## src/rtl/uart_image_loader.sv

```systemverilog
// UART (8N1, LSB first) pixel receiver that fills the image memory sequentially.
// Optional LOADER_CHECKSUM_EN adds a running 8-bit sum of the written bytes.
module uart_image_loader #(
    parameter int unsigned CLK_FREQ = 50_000_000,
    parameter int unsigned BAUD     = 115200,
    parameter int unsigned ADDR_W   = 18,
    parameter int unsigned IMG_SIZE = 65536
) (
    input  logic              clk,
    input  logic              reset,
    input  logic              rx,
    input  logic              start,
    output logic              busy,
    output logic              done,
    output logic              frame_err,
    output logic              mem_we,
    output logic [ADDR_W-1:0] mem_addr,
`ifdef LOADER_CHECKSUM_EN
    output logic [7:0]        checksum,
`endif
    output logic [7:0]        mem_wdata
);

    localparam int unsigned DIV   = CLK_FREQ / BAUD;
    localparam int unsigned CNT_W = $clog2(DIV + 1);
    localparam int unsigned PIX_W = ADDR_W + 1;
    localparam logic [CNT_W-1:0] BAUD_FULL = CNT_W'(DIV);
    localparam logic [CNT_W-1:0] BAUD_HALF = CNT_W'(DIV / 2);
    localparam logic [PIX_W-1:0] LAST_PIX  = PIX_W'(IMG_SIZE - 1);

    typedef enum logic [2:0] {
        StIdle, StWaitSb, StStart, StData, StStop, StWrite, StDone
    } state_e;

    state_e            state_q, state_d;
    logic              rx_meta_q, rx_s_q;
    logic [CNT_W-1:0]  baud_q, baud_d;
    logic [2:0]        bit_q, bit_d;
    logic [7:0]        shift_q, shift_d;
    logic [PIX_W-1:0]  pix_q, pix_d;
    logic              busy_q, busy_d;
    logic              done_q, done_d;
    logic              ferr_q, ferr_d;
    logic              we_q, we_d;
    logic [ADDR_W-1:0] addr_q, addr_d;
    logic [7:0]        wdata_q, wdata_d;
    logic              baud_tick;
`ifdef LOADER_CHECKSUM_EN
    logic [7:0]        sum_q, sum_d;
`endif

    // rx is asynchronous to clk; flops preset to the idle level
    always_ff @(posedge clk or posedge reset) begin
        if (reset) begin
            rx_meta_q <= 1'b1;
            rx_s_q    <= 1'b1;
        end else begin
            rx_meta_q <= rx;
            rx_s_q    <= rx_meta_q;
        end
    end

    always_ff @(posedge clk or posedge reset) begin
        if (reset) begin
            state_q <= StIdle;
            baud_q  <= '0;
            bit_q   <= '0;
            shift_q <= '0;
            pix_q   <= '0;
            busy_q  <= 1'b0;
            done_q  <= 1'b0;
            ferr_q  <= 1'b0;
            we_q    <= 1'b0;
            addr_q  <= '0;
            wdata_q <= '0;
`ifdef LOADER_CHECKSUM_EN
            sum_q   <= '0;
`endif
        end else begin
            state_q <= state_d;
            baud_q  <= baud_d;
            bit_q   <= bit_d;
            shift_q <= shift_d;
            pix_q   <= pix_d;
            busy_q  <= busy_d;
            done_q  <= done_d;
            ferr_q  <= ferr_d;
            we_q    <= we_d;
            addr_q  <= addr_d;
            wdata_q <= wdata_d;
`ifdef LOADER_CHECKSUM_EN
            sum_q   <= sum_d;
`endif
        end
    end

    assign baud_tick = (baud_q <= CNT_W'(1));

    always_comb begin
        state_d = state_q;
        baud_d  = baud_q;
        bit_d   = bit_q;
        shift_d = shift_q;
        pix_d   = pix_q;
        busy_d  = busy_q;
        done_d  = done_q;
        ferr_d  = ferr_q;
        we_d    = 1'b0;
        addr_d  = addr_q;
        wdata_d = wdata_q;
`ifdef LOADER_CHECKSUM_EN
        sum_d   = sum_q;
`endif
        unique case (state_q)
            StIdle: begin
                if (start) begin
                    state_d = StWaitSb;
                    busy_d  = 1'b1;
                    done_d  = 1'b0;
                    ferr_d  = 1'b0;
                    pix_d   = '0;
`ifdef LOADER_CHECKSUM_EN
                    sum_d   = '0;
`endif
                end
            end
            // Level-sensitive so a held-low line keeps re-framing instead of stalling
            StWaitSb: begin
                if (!rx_s_q) begin
                    state_d = StStart;
                    baud_d  = BAUD_HALF;
                end
            end
            StStart: begin
                if (baud_tick) begin
                    if (!rx_s_q) begin
                        state_d = StData;
                        baud_d  = BAUD_FULL;
                        bit_d   = '0;
                    end else begin
                        state_d = StWaitSb;
                    end
                end else begin
                    baud_d = baud_q - CNT_W'(1);
                end
            end
            StData: begin
                if (baud_tick) begin
                    shift_d = {rx_s_q, shift_q[7:1]};
                    baud_d  = BAUD_FULL;
                    bit_d   = bit_q + 3'd1;
                    if (bit_q == 3'd7) begin
                        state_d = StStop;
                    end
                end else begin
                    baud_d = baud_q - CNT_W'(1);
                end
            end
            StStop: begin
                if (baud_tick) begin
                    if (rx_s_q) begin
                        state_d = StWrite;
                        we_d    = 1'b1;
                        addr_d  = pix_q[ADDR_W-1:0];
                        wdata_d = shift_q;
                    end else begin
                        state_d = StWaitSb;
                        ferr_d  = 1'b1;
                    end
                end else begin
                    baud_d = baud_q - CNT_W'(1);
                end
            end
            StWrite: begin
                pix_d = pix_q + PIX_W'(1);
`ifdef LOADER_CHECKSUM_EN
                sum_d = sum_q + wdata_q;
`endif
                if (pix_q == LAST_PIX) begin
                    state_d = StDone;
                    busy_d  = 1'b0;
                    done_d  = 1'b1;
                end else begin
                    state_d = StWaitSb;
                end
            end
            StDone: state_d = StIdle;
            default: state_d = StIdle;
        endcase
    end

    assign busy      = busy_q;
    assign done      = done_q;
    assign frame_err = ferr_q;
    assign mem_we    = we_q;
    assign mem_addr  = addr_q;
    assign mem_wdata = wdata_q;
`ifdef LOADER_CHECKSUM_EN
    assign checksum  = sum_q;
`endif

endmodule

```

## config.mk

```make
export PLATFORM = sky130hd
export DESIGN_NAME = uart_image_loader
export DESIGN_NICKNAME = d
export VERILOG_FILES = /design/src/rtl/uart_image_loader.sv
export SDC_FILE = /design/constraint.sdc
export NUM_CORES = 1
export LEC_CHECK = 0
export CORE_ASPECT_RATIO = 0.5
export CORE_MARGIN = 5
export CORE_UTILIZATION = 25
export DETAILED_ROUTE_END_ITERATION = 16
export PLACE_DENSITY_LB_ADDON = 0.05
export SLEW_MARGIN = 0
export SYNTH_ARGS = -nofsm -noshare
export SYNTH_HDL_FRONTEND = slang
export SYNTH_SLANG_ARGS = --single-unit
```

## constraint.sdc

```tcl
create_clock -name clk -period 4.6 [get_ports clk]
set_input_delay 0.92 -clock clk [delete_from_list [all_inputs] [get_ports clk]]
set_output_delay 0.92 -clock clk [all_outputs]
set_load 0.1 [all_outputs]
```

==> results.cfg <==
[clocking]
cts-root-buf = clkbuf_16
postCtsHoldBufs = 0
cts_tree = yes
tritoncts.num_buffers = 9
cts_setup_buffers = 0
clk_path_buf_depth = 2
clk_pin_slew_ns = 0.06
htree_levels = 3
clkSinkCount = 74
post_cts_resized = 0
clkLatencyLatePin_ns = 0.33

[timing]
timing_hold_violations_final = 0
rsz0062_at_grt = false
relSlewSlack = 0.3488
worst_pin_slew_ns = 0.9738
fin_skew_ns = 0.005693
fin_crit_sh = 0.5988
setup-violations-final = 0
fmax_mhz = 363.0
tns_ns = 0
slew_violations = 0
min_period_ns = 2.754

[power]
power_switching_mw = 0.6333
p_clk_frac = 0.403
p_comb_frac = 0.193
p_int_mw = 1.388
p_leak_nw = 2.027
max-vdd-ir-drop_uv = 150.2
switching_share = 0.3133
p_seq_frac = 0.404
pwr_density_cell_nw_per_um2 = 459.6

[die]
initial_core_util = 0.2586
fp.dieW_um = 178.4
fp.dieH_um = 94.19
dieArea_um2 = 16800
core-area_um2 = 13700
fp-row-count = 30
ios = 34

[run]
maxCapViolations = 0

[detailed_routing]
drt_iter0_markers = 161
drc = 0
dr.pass1.iters = 4
viasPerCell = 4.560
ant_nets = 0
drt_wl_total_mm = 7.980
wl_per_cell_um = 14.94
vias = 2435

[global_route]
first_global_vias = 2540
grt_pass1_wl_mm = 13.57
grt.total_usage = 0.1028
grt_max_degree = 75
antenna_found_initial = 0
overflow = 0

[placement]
dpl_cell_area_um2 = 4056
place_hpwl_mm = 5.162
dp.cells = 518
numPortBuffers = 33
place_congestion = 0.8012

[yosys]
synth_edf_count = 0
synth_cell_type_count = 53
synthesis.area_um2 = 3543
ys_seq_area_frac = 0.5233
yosys_most_used_dff = dfrtp_1
synth_seq_cells = 74
syn_nets = 314
yosys_warnings = 0
syn_inst = 305
syn_area_per_cell_um2 = 11.62
synthArstFlopShare = 1.000

[finish]
instances_no_fill = 534
final_area_um2 = 4398
fill_cells = 1386
area_growth_pct = 24.12
layout-drive-gt1-share = 0.1842
antenna_cells = 0
nets = 346

[critical_path]
critical_path_class = flip-flop to output pin
path_cells = clkdlybuf4s50_1
path_max_fanout = 2
start_kind = flip-flop
r2r_cells = 4
critPathSlowestCell = clkdlybuf4s50_1
cp.required_ns = 3.68
cp_num_buf_inv = 1
cpPeakStageDelay_ns = 1.14
endpoint_kind = output pin
arrival_ns = 1.83
crit_family = buffers and inverters
cp_num_cells = 1

[worst_hold_path]
hold-path-cell-count = 0
holdCritPathClass = flip-flop to flip-flop

[run_status]
status = complete, no violations
[Yosys cell counts (2+ instances only)]
library cell   n  share of area
o211ai_1       3         0.0064
nor3_1         6         0.0085
nor2b_1        2         0.0035
inv_1          8         0.0085
dfstp_2        2          0.015
o31ai_1        2         0.0042
a31oi_1        6          0.011
xor2_1         2         0.0049
nor2_1        18          0.019
nand4_1        4         0.0071
o22ai_1        3         0.0053
a21o_1         2         0.0042
and3_1         8          0.014
buf_6          3         0.0095
o21ai_0       20          0.028
clkbuf_1       5         0.0053
a21boi_0       2         0.0042
mux2_4        19          0.081
ha_1           5          0.018
nand2_1       30          0.032
a22o_1         3         0.0074
mux2_2        16          0.051
buf_2          5         0.0071
o2111ai_1      2         0.0049
mux2i_1       11          0.031
and4_1         2         0.0049
a21oi_1        6         0.0085
and2_1         5         0.0088
dfrtp_1       72           0.51
nand2b_1       4         0.0071
nand3_1        6         0.0085
a32o_1         2         0.0056
[metal layers]
metal,track usage,part of all wire
met1,0.1396,0.52
met2,0.1532,0.44
met3,0.03418,0.034
met4,0.03510,0.014
met5,0,0
[final cells by class]
class	instances	area, µm²	share of cell area
sequential	74	1854	0.4216
multi-input combinational	210	1582	0.3596
timing repair buffer	34	350.3	0.07966
tap	192	240.2	0.05462
clock buffer	9	225.2	0.05121
clock inverter	7	116.4	0.02646
inverter	8	30.03	0.006828
[cell usage in the layout (no fill, tap or decap), types with 2 or more instances in the layout]
| master | count |
|---|---|
| o31ai_1 | 2 |
| a21o_1 | 2 |
| mux2_2 | 16 |
| nand4_1 | 4 |
| a32o_1 | 2 |
| o2111ai_1 | 2 |
| nor3_1 | 6 |
| dfstp_2 | 2 |
| o22ai_1 | 3 |
| nand2b_1 | 4 |
| clkinv_2 | 2 |
| nor2b_1 | 2 |
| mux2_4 | 19 |
| bufinv_16 | 3 |
| and4_1 | 2 |
| inv_1 | 7 |
| ha_1 | 5 |
| mux2i_1 | 11 |
| a21boi_0 | 2 |
| o21ai_0 | 20 |
| nor2_1 | 18 |
| and3_1 | 8 |
| a21oi_1 | 6 |
| a31oi_1 | 6 |
| clkbuf_16 | 9 |
| and2_1 | 5 |
| a22o_1 | 3 |
| dfrtp_1 | 72 |
| xor2_1 | 2 |
| clkdlybuf4s50_1 | 33 |
| nand2_1 | 30 |
| nand3_1 | 6 |
| o211ai_1 | 3 |
[cells by family (layout without fill, tap and decap cells)]
family,after synthesis,after routing,share of synthesized area
xor+xnor,2,2,0.004944
simple gates,98,98,0.1497
fa+ha+maj,5,5,0.01766
compound gates,59,59,0.1116
flops,74,74,0.5233
mux,46,46,0.1624
buf+inv,21,58,0.03037
[state kept, by name, indices dropped and copies added (netlist names)]
name and count:
busy 1, done 1, mem_addr 18, frame_err 1
rx_meta_q 1, pix_q 19, bit_q 3, mem_wdata 8
mem_we 1, state_q 3, baud_q 9, rx_s_q 1
shift_q 8
[metrics by stage]
| step | hold WS [ns] | power, mW | utilization | setup WS [ns] |
|---|---|---|---|---|
| 5_1_grt | 0.3596 | 2.150 | 0.3210 | 1.787 |
| 6_report | 0.3561 | 2.021 | 0.3210 | 1.846 |
| 2_1_floorplan | 0.3452 | 1.115 | - | 1.802 |
| 3_5_place_dp | 0.3492 | 1.224 | 0.2961 | 1.763 |
| 4_1_cts | 0.3578 | 2.057 | 0.3210 | 1.811 |
| 3_3_place_gp | 0.3506 | 1.215 | 0.2961 | 1.929 |
[power by group through the flow]
| stage | sequential (mW) | clock, mW | combinational, mW |
|---|---|---|---|
| after floorplan | 0.783 | 0 | 0.332 |
| after global placement | 0.828 | 0 | 0.387 |
| after detailed placement | 0.828 | 0 | 0.395 |
| after CTS | 0.816 | 0.844 | 0.397 |
| after global routing | 0.833 | 0.867 | 0.450 |
| final | 0.816 | 0.815 | 0.391 |
[path summary, 6_finish.rpt]
| check | from | to | slack (ns) |
|---|---|---|---|
| min | rx_meta_q$_DFF_PP1_ | rx_s_q$_DFF_PP1_ | 0.36 |
| max reg2reg | baud_q[3]$_DFFE_PP0P_ | mem_addr[8]$_DFFE_PP0P_ | 2.04 |
| max | mem_addr[13]$_DFFE_PP0P_ | mem_addr[13] | 1.85 |
| min reg2reg | rx_meta_q$_DFF_PP1_ | rx_s_q$_DFF_PP1_ | 0.36 |
| max in group asynchronous | reset | rx_s_q$_DFF_PP1_ | 3.28 |
| min in group asynchronous | reset | pix_q[11]$_DFFE_PP0P_ | 1.00 |
Power figures use the tool's default switching activity.
